==> src/rtl/mdu_pkg.sv <==
// Shared encodings for the RV32M multiply/divide unit: decode fields,
// M-extension funct3 values and the sequencer state encoding.
package mdu_pkg;

  localparam logic [3:0] ALU_OP_R = 4'b0010;
  localparam logic [6:0] M_FUNCT7 = 7'b0000001;

  localparam logic [2:0] F3_MUL    = 3'b000;
  localparam logic [2:0] F3_MULH   = 3'b001;
  localparam logic [2:0] F3_MULHSU = 3'b010;
  localparam logic [2:0] F3_MULHU  = 3'b011;
  localparam logic [2:0] F3_DIV    = 3'b100;
  localparam logic [2:0] F3_DIVU   = 3'b101;
  localparam logic [2:0] F3_REM    = 3'b110;
  localparam logic [2:0] F3_REMU   = 3'b111;

  typedef enum logic [1:0] {
    ST_IDLE = 2'd0,
    ST_MUL  = 2'd1,
    ST_DIV  = 2'd2,
    ST_DONE = 2'd3
  } state_e;

endpackage

==> src/rtl/mdu_divider.sv <==
// Restoring divider on unsigned magnitudes, one quotient bit per step.
// Outputs show the quotient/remainder that the current step produces.
module mdu_divider #(
  parameter int XLEN = 32
) (
  input  logic            clk_i,
  input  logic            start_i,
  input  logic            step_i,
  input  logic [XLEN-1:0] dividend_i,
  input  logic [XLEN-1:0] divisor_i,
  output logic [XLEN-1:0] quot_o,
  output logic [XLEN-1:0] rem_o
);

  logic [XLEN-1:0] rem_q, quo_q, dvs_q;
  logic [XLEN:0]   shifted, diff;
  logic            take;

  // The partial remainder stays below the divisor, so bit XLEN of the
  // difference is a clean borrow flag.
  assign shifted = {rem_q, quo_q[XLEN-1]};
  assign diff    = shifted - {1'b0, dvs_q};
  assign take    = ~diff[XLEN];
  assign rem_o   = take ? diff[XLEN-1:0] : shifted[XLEN-1:0];
  assign quot_o  = {quo_q[XLEN-2:0], take};

  always_ff @(posedge clk_i) begin
    if (start_i) begin
      rem_q <= '0;
      quo_q <= dividend_i;
      dvs_q <= divisor_i;
    end else if (step_i) begin
      rem_q <= rem_o;
      quo_q <= quot_o;
    end
  end

endmodule

==> src/rtl/mdu.sv <==
// Iterative RV32M multiply/divide unit: shift-add multiply, restoring divide,
// stalls the pipeline while iterating and pulses o_done with the result.
module mdu
  import mdu_pkg::*;
#(
  parameter int XLEN     = 32,
  parameter int FAST_MUL = 0
) (
  input  logic            i_clk,
  input  logic            i_rst,
  input  logic            i_valid,
  input  logic [3:0]      i_aluOp,
  input  logic [6:0]      i_funct7,
  input  logic [2:0]      i_funct3,
  input  logic            i_kill,
  input  logic [XLEN-1:0] i_a,
  input  logic [XLEN-1:0] i_b,
  output logic            o_stall,
  output logic            o_busy,
  output logic            o_done,
  output logic [XLEN-1:0] o_result
);

  localparam int              CW      = $clog2(XLEN) + 1;
  localparam logic [CW-1:0]   LAST    = CW'(XLEN - 1);
  localparam logic [XLEN-1:0] MIN_NEG = {1'b1, {(XLEN-1){1'b0}}};

  state_e              state_q, state_d;
  logic [CW-1:0]       cnt_q, cnt_d;
  logic [XLEN-1:0]     result_q, result_d;
  logic                busy_q, done_q;
  logic [2:0]          op_q;
  logic                neg_q;
  logic [XLEN-1:0]     mcand_q;
  logic [2*XLEN-1:0]   acc_q, acc_nxt, fast_prod;
  logic [XLEN:0]       mstep_sum;

  logic                accept, is_div, a_sgn, b_sgn, a_neg, b_neg, neg_in;
  logic                div0, ovf, special, fast;
  logic [XLEN-1:0]     mag_a, mag_b, spec_res, quo_nxt, rem_nxt;

  function automatic logic [XLEN-1:0] mul_result(input logic [2*XLEN-1:0] prod,
                                                 input logic neg, input logic [2:0] f3);
    logic [2*XLEN-1:0] p;
    p = neg ? -prod : prod;
    return (f3 == F3_MUL) ? p[XLEN-1:0] : p[2*XLEN-1:XLEN];
  endfunction

  function automatic logic [XLEN-1:0] div_result(input logic [XLEN-1:0] q,
                                                 input logic [XLEN-1:0] r,
                                                 input logic neg, input logic [2:0] f3);
    logic [XLEN-1:0] v;
    v = f3[1] ? r : q;
    return neg ? -v : v;
  endfunction

  assign accept = i_valid && (state_q == ST_IDLE) && (i_aluOp == ALU_OP_R) &&
                  (i_funct7 == M_FUNCT7) && !i_kill;
  assign is_div = i_funct3[2];
  assign a_sgn  = (i_funct3 == F3_MUL) || (i_funct3 == F3_MULH) || (i_funct3 == F3_MULHSU) ||
                  (i_funct3 == F3_DIV) || (i_funct3 == F3_REM);
  assign b_sgn  = (i_funct3 == F3_MUL) || (i_funct3 == F3_MULH) ||
                  (i_funct3 == F3_DIV) || (i_funct3 == F3_REM);
  assign a_neg  = a_sgn && i_a[XLEN-1];
  assign b_neg  = b_sgn && i_b[XLEN-1];
  assign mag_a  = a_neg ? -i_a : i_a;
  assign mag_b  = b_neg ? -i_b : i_b;
  // Remainders take the dividend's sign; everything else the product/quotient sign.
  assign neg_in = (i_funct3 == F3_REM) ? a_neg : (a_neg ^ b_neg);

  assign div0     = is_div && (i_b == '0);
  assign ovf      = ((i_funct3 == F3_DIV) || (i_funct3 == F3_REM)) &&
                    (i_a == MIN_NEG) && (i_b == '1);
  assign special  = div0 || ovf;
  assign spec_res = div0 ? (i_funct3[1] ? i_a : '1) : (i_funct3[1] ? '0 : i_a);
  assign fast     = !is_div && (FAST_MUL != 0);

  assign fast_prod = {{XLEN{1'b0}}, mag_a} * {{XLEN{1'b0}}, mag_b};
  assign mstep_sum = {1'b0, acc_q[2*XLEN-1:XLEN]} + (acc_q[0] ? {1'b0, mcand_q} : '0);
  assign acc_nxt   = {mstep_sum, acc_q[XLEN-1:1]};

  mdu_divider #(.XLEN(XLEN)) u_div (
    .clk_i      (i_clk),
    .start_i    (accept && is_div && !special),
    .step_i     (state_q == ST_DIV),
    .dividend_i (mag_a),
    .divisor_i  (mag_b),
    .quot_o     (quo_nxt),
    .rem_o      (rem_nxt)
  );

  always_comb begin
    state_d  = state_q;
    cnt_d    = cnt_q;
    result_d = result_q;
    case (state_q)
      ST_IDLE: begin
        if (accept) begin
          cnt_d = '0;
          if (special) begin
            state_d  = ST_DONE;
            result_d = spec_res;
          end else if (fast) begin
            state_d  = ST_DONE;
            result_d = mul_result(fast_prod, neg_in, i_funct3);
          end else begin
            state_d = is_div ? ST_DIV : ST_MUL;
          end
        end
      end
      ST_MUL: begin
        cnt_d = cnt_q + 1'b1;
        if (cnt_q == LAST) begin
          state_d  = ST_DONE;
          result_d = mul_result(acc_nxt, neg_q, op_q);
        end
      end
      ST_DIV: begin
        cnt_d = cnt_q + 1'b1;
        if (cnt_q == LAST) begin
          state_d  = ST_DONE;
          result_d = div_result(quo_nxt, rem_nxt, neg_q, op_q);
        end
      end
      default: state_d = ST_IDLE;
    endcase
    if (i_kill) begin
      state_d  = ST_IDLE;
      cnt_d    = '0;
      result_d = result_q;
    end
  end

  always_ff @(posedge i_clk) begin
    if (i_rst) begin
      state_q  <= ST_IDLE;
      cnt_q    <= '0;
      result_q <= '0;
      busy_q   <= 1'b0;
      done_q   <= 1'b0;
    end else begin
      state_q  <= state_d;
      cnt_q    <= cnt_d;
      result_q <= result_d;
      busy_q   <= (state_d != ST_IDLE);
      done_q   <= (state_d == ST_DONE);
    end
  end

  // Multiplier in the low half of the accumulator is consumed one bit per step.
  always_ff @(posedge i_clk) begin
    if (accept) begin
      op_q    <= i_funct3;
      neg_q   <= neg_in;
      mcand_q <= mag_a;
      acc_q   <= {{XLEN{1'b0}}, mag_b};
    end else if (state_q == ST_MUL) begin
      acc_q <= acc_nxt;
    end
  end

  assign o_stall  = accept || (state_q == ST_MUL) || (state_q == ST_DIV);
  assign o_busy   = busy_q;
  assign o_done   = done_q;
  assign o_result = result_q;

endmodule

==> config.mk <==
export PLATFORM = sky130hd
export DESIGN_NAME = mdu
export DESIGN_NICKNAME = d
export VERILOG_FILES = /design/src/rtl/mdu_pkg.sv /design/src/rtl/mdu_divider.sv /design/src/rtl/mdu.sv
export SDC_FILE = /design/constraint.sdc
export NUM_CORES = 1
export LEC_CHECK = 0
export CORE_ASPECT_RATIO = 1.2
export CORE_MARGIN = 1.5
export CORE_UTILIZATION = 38
export DETAILED_ROUTE_END_ITERATION = 7
export REMOVE_ABC_BUFFERS = 1
export SETUP_SLACK_MARGIN = 0.02
export SYNTH_ARGS = -nofsm -noshare
export SYNTH_HDL_FRONTEND = slang
export SYNTH_SLANG_ARGS = --single-unit
==> constraint.sdc <==
create_clock -name i_clk -period 4.5 [get_ports i_clk]
set_clock_uncertainty 0.05 [all_clocks]
set_input_delay 0.9 -clock i_clk [delete_from_list [all_inputs] [get_ports i_clk]]
set_output_delay 0.9 -clock i_clk [all_outputs]
set_load 0.02 [all_outputs]
# Yosys cells after proc, flatten, opt, wreduce, memory -nomap -nowiden
# Index checks and enable logic that the tools add are counted.
[totals]
reg_bits = 238
inputBits = 82
output_inout_bits = 35
wordCells = 104
[op_classes]
addsub = 7
eq_ne = 16
mux = 29
n_bitwise = 3
n_reduce_logical = 36
[ops]
columns = ["op", "count"]
rows = [
  ["32-bit two-way mux", 18],
  ["32-bit negation", 3],
  ["32-bit case mux with 3 select lines", 1],
  ["32-bit == test, second input constant", 2],
  ["64-bit two-way mux", 1],
  ["64-bit negation", 1],
  ["32-bit by 32-bit adder with 33-bit output", 1],
  ["33-bit by 32-bit subtractor with 33-bit output", 1],
  ["32-bit zero test", 1],
  ["6-bit case mux with 2 select lines", 1],
  ["1-bit logical AND", 11],
  ["1-bit logical OR", 10],
  ["2-bit two-way mux", 5],
  ["2-bit != test, second input constant", 4],
  ["2-bit nonzero test", 4],
  ["7-bit by 1-bit == test with 1-bit output, second input constant", 1],
  ["6-bit by 1-bit adder with 6-bit output, second input constant", 1],
  ["3-bit == test, second input constant", 2],
  ["6-bit by 5-bit == test with 1-bit output, second input constant", 1],
  ["3-bit zero test", 2],
  ["6-bit two-way mux", 1],
  ["6-bit AND reduction", 1],
  ["2-bit == test, second input constant", 2],
  ["4-bit by 2-bit == test with 1-bit output, second input constant", 1],
  ["12 further kinds", 15],
]

# Logic depth before layout (Yosys ltp)
# Gate-level depths: netlist of run 1.
[depth]
ltp_word = 10
ltp_mapped = 27
depth_no_buf = 23

# By module
# A second synthesis of run 1 with hierarchy kept.
[unflattened]
cells_unflattened = 2324
area_unflattened_um2 = 19157.1
[by_module_without_submodules]
columns = ["module", "n_inst", "cells_per_inst", "area_per_inst_um2", "seq_area_each_um2"]
rows = [
  ["mdu", 1, 1695, 13018.7, 3523.4],
  ["mdu_divider", 1, 629, 6138.4, 2562.5],
]

# Worst setup path before layout of run 1
# Ideal clock, no wire load.
[synth_path]
path_kind = "flip-flop to flip-flop"
start = "register u_div.quo_q[31]"
end = "register result_q[18] (netlist: o_result[18])"
setup_ps = 92
arrival_time_ps = 4711
t_required_ps = 4358
slack_ps = -353
path_stages_with_launch = 26
n_path_buf = 3
period_less_slack_ps = 4853
cell_sequence = "edfxtp_1 > inv_1 > ha_1 > fa_1 > nand2b_1 > a21o_1 > a21o_1 > a311oi_4 > o211ai_2 > nand2_4 > buf_4 > buf_2 > buf_2 > a21oi_1 > nor2b_1 > ha_1 > nand2_1 > nor3_1 > nand3_1 > nand3_1 > nand3_1 > a211o_1 > o41ai_1 > xnor2_1 > a21oi_1 > nor4_1"
[synth_between]
elab_chain_len = 7
word_cells_on_any_way = 8
classes_between = "2 x add/sub; 5 x mux; 1 x bitwise"
[synth_rtl]
columns = ["element", "line", "text"]
rows = [
  ["from (decl)", "mdu_divider.sv:15", "logic [XLEN-1:0] rem_q, quo_q, dvs_q;"],
  ["from (signal assigned)", "mdu_divider.sv:30", "quo_q <= dividend_i;"],
  ["from (signal assigned)", "mdu_divider.sv:34", "quo_q <= quot_o;"],
  ["33-bit by 32-bit subtractor with 33-bit output", "mdu_divider.sv:22", "assign diff = shifted - {1'b0, dvs_q};"],
  ["32-bit two-way mux / 1-bit inverter (equally long branches)", "mdu_divider.sv:24, mdu_divider.sv:23", ""],
  ["32-bit two-way mux (*)", "mdu.sv:53", "v = f3[1] ? r : q;"],
  ["32-bit negation", "mdu.sv:54", "return neg ? -v : v;"],
  ["32-bit two-way mux (*)", "mdu.sv:54", ""],
  ["32-bit two-way mux (*)", "mdu.sv:120", "if (cnt_q == LAST) begin"],
  ["32-bit case mux with 3 select lines (*)", "mdu.sv:96", "case (state_q)"],
  ["to (signal assigned)", "mdu.sv:144", "result_q <= result_d;"],
  ["to (decl)", "mdu.sv:30", "logic [XLEN-1:0] result_q, result_d;"],
]
# Every way passes the cells marked *; elsewhere a longest branch is shown, timed or not. The select of a mux whose other input is x is not followed.
# A chain may end at the register's enable or synchronous reset.

# Final worst setup path of run 1
[layout_path]
start = "register u_div.dvs_q[0]"
end = "register result_q[18] (netlist: o_result[18])"
[layout_between]
elab_chain_len = 7
word_cells_on_any_way = 8
classes_between = "2 x add/sub; 5 x mux; 1 x bitwise"
[layout_rtl]
columns = ["element", "line", "text"]
rows = [
  ["from (decl)", "mdu_divider.sv:15", ""],
  ["from (signal assigned)", "mdu_divider.sv:31", "dvs_q <= divisor_i;"],
  ["33-bit by 32-bit subtractor with 33-bit output (*)", "mdu_divider.sv:22", ""],
  ["32-bit two-way mux / 1-bit inverter (equally long branches)", "mdu_divider.sv:24, mdu_divider.sv:23", ""],
  ["32-bit two-way mux (*)", "mdu.sv:53", ""],
  ["32-bit negation", "mdu.sv:54", ""],
  ["32-bit two-way mux (*)", "mdu.sv:54", ""],
  ["32-bit two-way mux (*)", "mdu.sv:120", ""],
  ["32-bit case mux with 3 select lines (*)", "mdu.sv:96", ""],
]
# Marked as above.

==> metrics.txt, run 1 <==
Synth Instances 2348; CTS Sinks 238; crit start category flop; kind of cell adding the most delay to the critical path compound AO/OA/AOI/OAI gates; CTS hold repair buffers 0; share of layout cells above drive strength 1 21.5%; via count 19697; sw frac 25.1%; gr usage total 28.9%; cts bufs inserted 29; vias per inst 5.78; syn_area_per_cell 8.18 um^2; slowest stage delay, CP 0.38 ns; most area-hungry cell type in the Yosys netlist edfxtp_1; distinct cell type count after synthesis 110; sequential area share after synthesis 31.7%; row count 90; FMAX 217 MHz; Initial Utilization 38.3%; Tot Pwr 5300 uW; crit-path max FO 6; first-pass GRT wire length 115000 um; # IOs 117; # DRC 0; filler instances 4738; Area Growth Syn to Fin 31.0%; die span in y 249 um; DR iter-0 viols 1460; Antenna Violating Nets Remaining 0; Slowest-stage cell, CP edfxtp_1; RSZ-0062 raised after global routing yes; CP endpoint kind flop; Netlist Area Pre-Place 0.0192 mm^2; critical path class flop to flop; Skew-Pair Late Insertion Delay 0.58 ns; minimum clock period 4.60 ns; min-delay worst type flop to flop; P_sw 1330 uW; max_slew headroom 25.2%; CTS Buffer Depth 3; Port Buf Inserts 116; FF+latch count, synth 238; commonest non-fill, non-tap cell in the layout buf_4; CTS root buffer clkbuf_16; Clock transition at path regs 0.06 ns; Logic pwr share 9.4%; fin crit share 102%; Max IR drop VDD 277 uV; max_cap viols 0; Pleak 0.00974 uW; placed cell count 3331; grt total ovfl 0; final non-filler cell total 3407; final instance area 0.0252 mm^2; Wirelength per Cell 22.4 um; number of synthesized flops with an enable pin 132; final worst-path setup slack -0.0994 ns; yosys warns 0; CTS tree yes; Cell Area, Placed 0.0235 mm^2; clock power share 47.2%; Slew @ Worst Pin 1.12 ns; flop-to-flop setup slack -0.1 ns; Final setup viols 12; PD cells 211 mW/mm^2; First-pass DRT Iterations 5; Final Hold Vio Count 0; commonest non-fill, non-tap cells in the layout buf_4 (359), nand2_1 (309), nor2_1 (236); WP buf/inv 3; Worst EP arrival 5.03 ns; P_int 3970 uW; worst-path cell chain ha_2 -> fa_2 -> nand2b_4 -> a21o_1 -> a21o_1 -> a311oi_4 -> buf_4 -> o211ai_4 -> nand2_4 -> buf_6 -> a21oi_2 -> nor2b_2 -> ha_2 -> nand2_2 -> nor3_2 -> nand3_2 -> nand3_4 -> nand3_2 -> a211o_1 -> o41ai_2 -> buf_4 -> xnor2_2 -> a21oi_1 -> nor4_1; CTS H-Tree Depth 1; antenna violations before repair 1; Die X 208 um; GPL Wtd Cong 0.971; Setup WS pre-CTS -0.387 ns; Slew Limit Fails 0; part of the power in registers 43.4%; setup tns final -0.652 ns; violated checks setup timing; Post-Route WL 76300 um; final net count 2897; Synth top area share 20.6%; register area 0.00609 mm^2; Die Area 0.0519 mm^2; predominant post-synthesis flop cell edfxtp_1; CP Data Required Time 4.93 ns; vias in the first global route 19471; status finished, violations left; largest net degree at the start of global routing 79; core region area 0.0501 mm^2; top post-synthesis cells by area edfxtp_1 (21%), dfxtp_1 (11%), nand2_1 (6.1%); dpl hpwl 60500 um; Multi-input gate area 0.0128 mm^2; Async SR Flop Fraction 0%
## power by group through the flow
stage	logic, uW	clock network [uW]	registers, uW
6_report	497	2500	2300
5_1_grt	523	2620	2300
4_1_cts	485	2540	2300
3_5_place_dp	480	0	2350
3_3_place_gp	477	0	2350
2_1_floorplan	186	0	2350
## flip-flops by register name (all words and copies together), names as in the netlist
name and flops:
acc_q 64, cnt_q 6, mcand_q 32, neg_q 1, o_busy 1, o_done 1, o_result 32, op_q 3
state_q 2, u_div.dvs_q 32, u_div.quo_q 32, u_div.rem_q 32
## final timing paths
kind / cells after the start / from / to
setup / recovery: 24 / u_div.dvs_q[0] / o_result[18]
hold / removal: 2 / o_result[2] / o_result[2]
setup reg to reg: 24 / u_div.dvs_q[0] / o_result[18]
hold reg to reg: 2 / o_result[2] / o_result[2]
## layer usage
| layer | share of wire, % | global-route usage, % |
|---|---|---|
| met5 | 0.016 | 0 |
| met4 | 4.7 | 13.4 |
| met3 | 6.0 | 3.18 |
| met2 | 48 | 50.1 |
| met1 | 41 | 35.7 |
## cell families after synthesis
family	synth area share, %
buffers and inverters	4.35
and+or+nand+nor	23.6
AOI/OAI and AO/OA	21.2
adders and majority gates	6.23
muxes	4.90
xor gates and xnor gates	8.02
DFF	31.7
## cells in the mapped netlist (11+ instances only)
| master | count |
|---|---|
| xnor2_1 | 102 |
| or3_1 | 31 |
| clkbuf_1 | 101 |
| o211ai_1 | 19 |
| xor2_1 | 74 |
| inv_1 | 73 |
| nand4_1 | 33 |
| o21a_1 | 11 |
| nand2b_1 | 20 |
| and3_1 | 15 |
| or4_1 | 13 |
| maj3_1 | 23 |
| nand2_1 | 313 |
| dfxtp_1 | 106 |
| a21o_1 | 31 |
| o31ai_1 | 24 |
| buf_2 | 17 |
| a21oi_1 | 167 |
| nor2_1 | 238 |
| mux2_2 | 23 |
| mux2i_1 | 66 |
| and2_1 | 45 |
| a31oi_1 | 15 |
| a211oi_1 | 53 |
| o21ai_0 | 146 |
| nor4_1 | 31 |
| edfxtp_1 | 132 |
| o21ai_1 | 14 |
| a221oi_1 | 14 |
| nor3_1 | 67 |
| nand3_1 | 40 |
| ha_1 | 74 |
## worst register-to-register path, cell delays in order, from the launching register on
cell	delay (ns)
edfxtp_1	0.38
ha_2	0.21
fa_2	0.34
nand2b_4	0.15
a21o_1	0.22
a21o_1	0.24
a311oi_4	0.30
buf_4	0.18
o211ai_4	0.09
nand2_4	0.16
buf_6	0.12
a21oi_2	0.03
nor2b_2	0.16
ha_2	0.20
nand2_2	0.07
nor3_2	0.16
nand3_2	0.11
nand3_4	0.13
nand3_2	0.08
a211o_1	0.27
o41ai_2	0.28
buf_4	0.16
xnor2_2	0.10
a21oi_1	0.08
nor4_1	0.21
## through the flow
step	utilization [%]	hold WS [ns]
2_1_floorplan	-	0.410
3_3_place_gp	46.8	0.413
3_5_place_dp	46.8	0.406
4_1_cts	49.4	0.414
5_1_grt	50.2	0.448
6_report	50.2	0.411
## repair_timing
item,4_1_cts,5_1_grt
endpoints found under the setup margin,21,24
pin swaps,21,47
cloned,0,0
buffers inserted,10,11
gates resized for setup,52,57
## layout make-up
class / instances / share of cell area, %
Sequential cell: 238 / 24.2
Clock inverter: 21 / 0.950
Timing Repair Buffer: 492 / 16.5
Tap cell: 644 / 3.20
Inverter: 77 / 1.15
Clock buffer: 33 / 2.94
Antenna cell: 1 / 0.00995
Multi-Input combinational cell: 1901 / 51.0
Note: power is estimated with default switching activity, not from simulation.
==> run 2, diff against run 1 <==
Settings changed: CAP_MARGIN from default to 20, CORE_UTILIZATION 38 to 47, PLACE_DENSITY from default to 0.68.
==> run 2 against run 1 <==
Net effect: the run still ends with setup timing left; via count rose by 0.58%; worst hold slack improved by 0.019 ns; power up 1.0%; global-route usage is 5.9 points higher; die area down 19%; register-to-register slack barely moved; highest routed layer is now met4.
==> metrics.txt, run 2 (synthesis gave the netlist of run 1 again) <==
Port Buf Inserts 116; cts bufs inserted 28; Die X 188 um; Post-Route WL 75100 um; Max IR drop VDD 347 uV; max_cap viols 0; core region area 0.0400 mm^2; CTS Sinks 238; # IOs 117; placed cell count 3210; min-delay worst type flop to flop; gr usage total 34.7%; violated checks setup timing; Most flops, register acc_q; crit-path max FO 4; crit start category flop; die span in y 224 um; first-pass GRT wire length 113000 um; Slew Limit Fails 0; row count 80; largest net degree at the start of global routing 80; final worst-path setup slack -0.106 ns; Die Area 0.0421 mm^2; metal2 WL 36200 um; Initial Utilization 48.0%; share of layout cells above drive strength 1 21.7%; CTS Buffer Depth 3; filler instances 3502; Final Hold Vio Count 0; setup tns final -0.309 ns; PD cells 214 mW/mm^2; number of flip-flops in the largest register 64; Pleak 0.00969 uW; Tot Pwr 5350 uW; Clock transition at path regs 0.07 ns; RSZ-0062 raised after global routing yes; final non-filler cell total 3277; via count 19812; GPL Wtd Cong 1.01; reg2reg path depth 23; grt total ovfl 0; commonest non-fill, non-tap cells in the layout buf_4 (342), nand2_1 (308), nor2_1 (232); CP Data Required Time 4.92 ns; CTS root buffer clkbuf_16; antenna violations before repair 0; flop-to-flop setup slack -0.11 ns; DR top layer met4; Slew @ Worst Pin 0.968 ns; fin crit share 102%; minimum clock period 4.61 ns; vias in the first global route 19226; Wirelength per Cell 22.9 um; commonest non-fill, non-tap cell in the layout buf_4; Final setup viols 6; critical path class flop to flop; Area Growth Syn to Fin 30.1%; DR iter-0 viols 1752; CTS hold repair buffers 0; First-pass DRT Iterations 5; dpl hpwl 59200 um; Routed met3 length 4990 um; vias per inst 6.05; Skew-Pair Late Insertion Delay 0.57 ns; max_slew headroom 35.5%; # DRC 0; CTS H-Tree Depth 1; CP endpoint kind flop; hold slack 0.430 ns; CTS tree yes; Worst EP arrival 5.03 ns; metal1 wirelength 30100 um; status finished, violations left; post-layout util 62.4%; final net count 2879; Antenna Violating Nets Remaining 0; FMAX 217 MHz; hold path depth 2
run 2: worst max-delay path: stages, from the launching register on:
cell	delay [ns]
edfxtp_1	0.37
ha_2	0.21
fa_2	0.34
nand2b_4	0.15
a21o_1	0.18
a21o_1	0.22
a311oi_4	0.34
o41a_1	0.26
nand2_4	0.11
nand2_4	0.10
o21ai_4	0.06
mux2i_2	0.18
ha_2	0.22
nand2_2	0.07
nor3_2	0.16
o21ai_1	0.10
nand3_2	0.15
nand3_2	0.07
a211o_1	0.26
o41ai_2	0.35
buf_4	0.19
xnor2_2	0.10
a21oi_1	0.08
nor4_1	0.16
run 2: layout make-up:
class	instances	area (um^2)	share of cell area, %
Multi-Input combinational cell	1901	12900	51.7
Sequential cell	238	6090	24.3
Timing Repair Buffer	475	4000	16.0
Clock buffer	35	790	3.16
Tap cell	533	667	2.67
Inverter	77	290	1.16
Clock inverter	17	233	0.931
Antenna cell	1	2.50	0.0100
run 2: what timing repair did:
item | in CTS | in global routing
endpoints found under the hold margin | 0 | 0
endpoints found under the setup margin | 20 | 24
gates resized for setup | 40 | 94
buffers inserted | 4 | 12
pin swaps | 20 | 54
run 2: path summary, 6_finish.rpt:
check / start / to
min reg2reg: o_result[2] / o_result[2]
max: u_div.dvs_q[0] / o_result[18]
min: o_result[2] / o_result[2]
max reg2reg: u_div.dvs_q[0] / o_result[18]
run 2: per-layer routing:
layer	GRT usage [%]	up-vias
met5	0	-
met3	4.06	174
li1	-	9331
met4	16.5	0
met1	43.2	9578
met2	60.1	729
run 2: report_power, final:
part	leakage (uW)	total [uW]	switching, uW	internal, uW
Clock	0.000498	2560	1020	1540
Combinational	0.00715	499	298	200
Sequential	0.00205	2300	3.27	2300
run 2: through the flow:
| step | area [um^2] | setup slack, ns |
|---|---|---|
| global route | 25000 | -0.351 |
| finish | 25000 | -0.106 |
| detailed placement | 23200 | -0.383 |
| CTS | 24500 | -0.100 |
| global placement | 23200 | -0.262 |
| floorplan | 18700 | -2.31 |
==> run 3, diff against run 2 <==
Settings changed: ABC_AREA from default to 1.
==> run 3 against run 2 <==
Net effect: sequential share of layout area is 1.2 points higher; highest routed layer unchanged; the run now ends clean; worst setup slack better by 0.34 ns; critical path depth decreased by 1; register-to-register slack improved by 0.34 ns; synthesized area grew 8.1%; synthesized cell count up 40%; non-clock buffer count shrank 287; final cell count up 21%; core utilization shrank 8.0 points; routed wire length grew 13%; die area is 8.0% higher.
==> metrics.txt, run 3 <==
status complete, no violations; CTS tree yes; largest net degree at the start of global routing 89; Clock transition at path regs 0.07 ns; final non-filler cell total 3980; Setup Buffers After CTS 0; Worst EP arrival 4.65 ns; RR Endpoint o_result[31]; final net count 3554; worst-path cell chain buf_4 -> nand2_1 -> inv_1 -> ha_1 -> nand2_1 -> inv_1 -> nand2_1 -> nor2_1 -> nand4_1 -> nand3_1 -> xnor2_1 -> nand2_1 -> nor2_1 -> nand3_1 -> nand2_2 -> nand3_1 -> nand2_1 -> nand3_1 -> a21oi_1 -> nand2_1 -> nand2_1 -> a21oi_1; slowest stage delay, CP 0.38 ns; critical path class flop to flop; cts bufs inserted 28; minimum clock period 4.27 ns; Area Growth Syn to Fin 14.6%; die span in y 233 um; # resized after CTS 0; Worst path most repeated cell nand2_1; Wirelength per Cell 21.3 um; # IOs 117; max_slew headroom 27.8%; Max IR drop VDD 276 uV; Die Area 0.0455 mm^2; top post-synthesis cells by area edfxtp_1 (19%), nand2_1 (17%), dfxtp_1 (10%); Synth Instances 3285; Slew @ Worst Pin 1.08 ns; Synth Area in Compound Gates 14.3%; GPL Wtd Cong 1.05; FMAX 234 MHz; gr usage total 36.7%; most frequent cell after synthesis nand2_1; Adder-Cell Fraction of Synth Area 4.65%; fin crit share 94.8%; kind of cell adding the most delay to the critical path simple AND/OR/NAND/NOR gates; Setup crit start acc_q[0]; crit-path max FO 19; commonest non-fill, non-tap cell in the layout nand2_1; post-synthesis mux area share 0.108%; simple-gate share of the synthesized area 36.7%; share of layout cells above drive strength 1 6.82%; Initial Utilization 47.5%; Slowest-stage cell, CP edfxtp_1; Tot Pwr 6100 uW; Pleak 0.0111 uW; xor-xnor portion of the synthesized cell area 4.17%; hold slack 0.418 ns; antenna violations before repair 6; reg2reg path depth 22; min-delay worst type flop to flop; commonest non-fill, non-tap cells in the layout nand2_1 (942), inv_1 (461), nor2_1 (312); filler instances 4384; CTS root buffer clkbuf_16; Die X 195 um; Netlist Area Pre-Place 0.0208 mm^2; Final setup viols 0; top cells by count, synth nand2_1 (942), inv_1 (461), nor2_1 (313); distinct cell type count after synthesis 54; placed cell count 3925; grt total ovfl 0; sequential area share after synthesis 29.3%; CP Data Required Time 4.88 ns; CTS Buffer Depth 3; most area-hungry cell type in the Yosys netlist edfxtp_1; First-pass DRT Iterations 6; CP endpoint o_result[31]; via count 22565; PD cells 256 mW/mm^2; final instance area 0.0238 mm^2; Post-Route WL 84600 um; syn_area_per_cell 6.32 um^2; CP endpoint kind flop; RSZ-0062 raised after global routing no; Final Hold Vio Count 0; crit start category flop; largest family of logic cells by synthesized area simple AND/OR/NAND/NOR gates; Port Buf Inserts 116; Worst R2R Start acc_q[0]; Slew Limit Fails 0; flop-to-flop setup slack 0.23 ns; first-pass GRT wire length 126000 um; Cell Area, Placed 0.0228 mm^2; Antenna Violating Nets Remaining 0; dpl hpwl 68300 um; vias per inst 5.67; CTS hold repair buffers 0; DR iter-0 viols 2275; Most flops, register acc_q; Skew-Pair Late Insertion Delay 0.59 ns; max_cap viols 0; number of synthesized flops with an enable pin 132; Crit path depth 22; vias in the first global route 21367; CTS H-Tree Depth 1; predominant post-synthesis flop cell edfxtp_1; yosys warns 0; Async SR Flop Fraction 0%; setup tns final 0 ns; number of flip-flops in the largest register 64; row count 84; # DRC 0; Synth top area share 19.1%; WP buf/inv 3; FF+latch count, synth 238; CTS Sinks 238; core region area 0.0437 mm^2
run 3: cell types whose count changed after synthesis, moves of 44 or more:
cell | previous run | this run
nand3_1 | 40 | 263
nor2_1 | 238 | 313
xnor2_1 | 102 | 24
and2_1 | 45 | 1
a211oi_1 | 53 | 2
mux2i_1 | 66 | 0
nand2_1 | 313 | 942
inv_1 | 73 | 461
o21ai_0 | 146 | 219
run 3: stage by stage:
| step | setup slack (ns) | util [%] |
|---|---|---|
| 6_report | 0.232 | 54.5 |
| 5_1_grt | 0.0268 | 54.4 |
| 4_1_cts | 0.388 | 54.4 |
| 3_5_place_dp | -0.0396 | 52.1 |
| 3_3_place_gp | -0.0853 | 52.1 |
| 2_1_floorplan | -1.12 | - |
run 3: metal layers:
| layer | share of wire (%) | GRT usage (%) | up-vias |
|---|---|---|---|
| met2 | 48 | 64.5 | 940 |
| met3 | 7.3 | 4.68 | 183 |
| met4 | 6.1 | 20.3 | 0 |
| met1 | 38 | 43.5 | 10480 |
| li1 | - | - | 10962 |
| met5 | 0 | 0 | - |
run 3: cell families after synthesis:
family          count (synthesis)
flops                         238
buf+inv                       578
compound gates                535
xor+xnor                       99
fa+ha+maj                      76
mux                             2
simple gates                 1757
run 3: how the worst min path moves through the flow:
stage | from | endpoint | depth (start not counted)
3_3_place_gp | acc_q[40] | acc_q[40] | 2
3_5_place_dp | acc_q[50] | acc_q[50] | 2
5_1_grt | o_result[29] | o_result[29] | 2
6_report | acc_q[54] | acc_q[54] | 2
4_1_cts | o_result[29] | o_result[29] | 2
2_1_floorplan | acc_q[32] | acc_q[32] | 2
run 3: power by group:
part / internal (uW) / switching, uW / leakage, uW
registers: 2330 / 40.0 / 0.00205
logic: 398 / 810 / 0.00854
clock network: 1460 / 1060 / 0.000488
total: 4190 / 1910 / 0.0111
run 3: final cells by class:
class	instances	area, um^2	area share (%)
sequential	238	6090	25.6
clock buffer	30	718	3.02
tap	559	699	2.94
antenna	3	7.51	0.0315
clock inverter	22	277	1.16
inverter	471	1770	7.43
multi-input combinational	2469	12500	52.4
timing repair buffer	188	1790	7.51
run 3: worst reg2reg max path, delay by kind of cell, from the launching register on:
family                   cells  cell delay [ns]
AND/OR/NAND/NOR             15             2.28
flip-flops                   1             0.38
buffers and inverters        3             0.37
AO/OA/AOI/OAI                2             0.37
adder cells (fa/ha/maj)      1             0.37
XOR/XNOR                     1             0.29
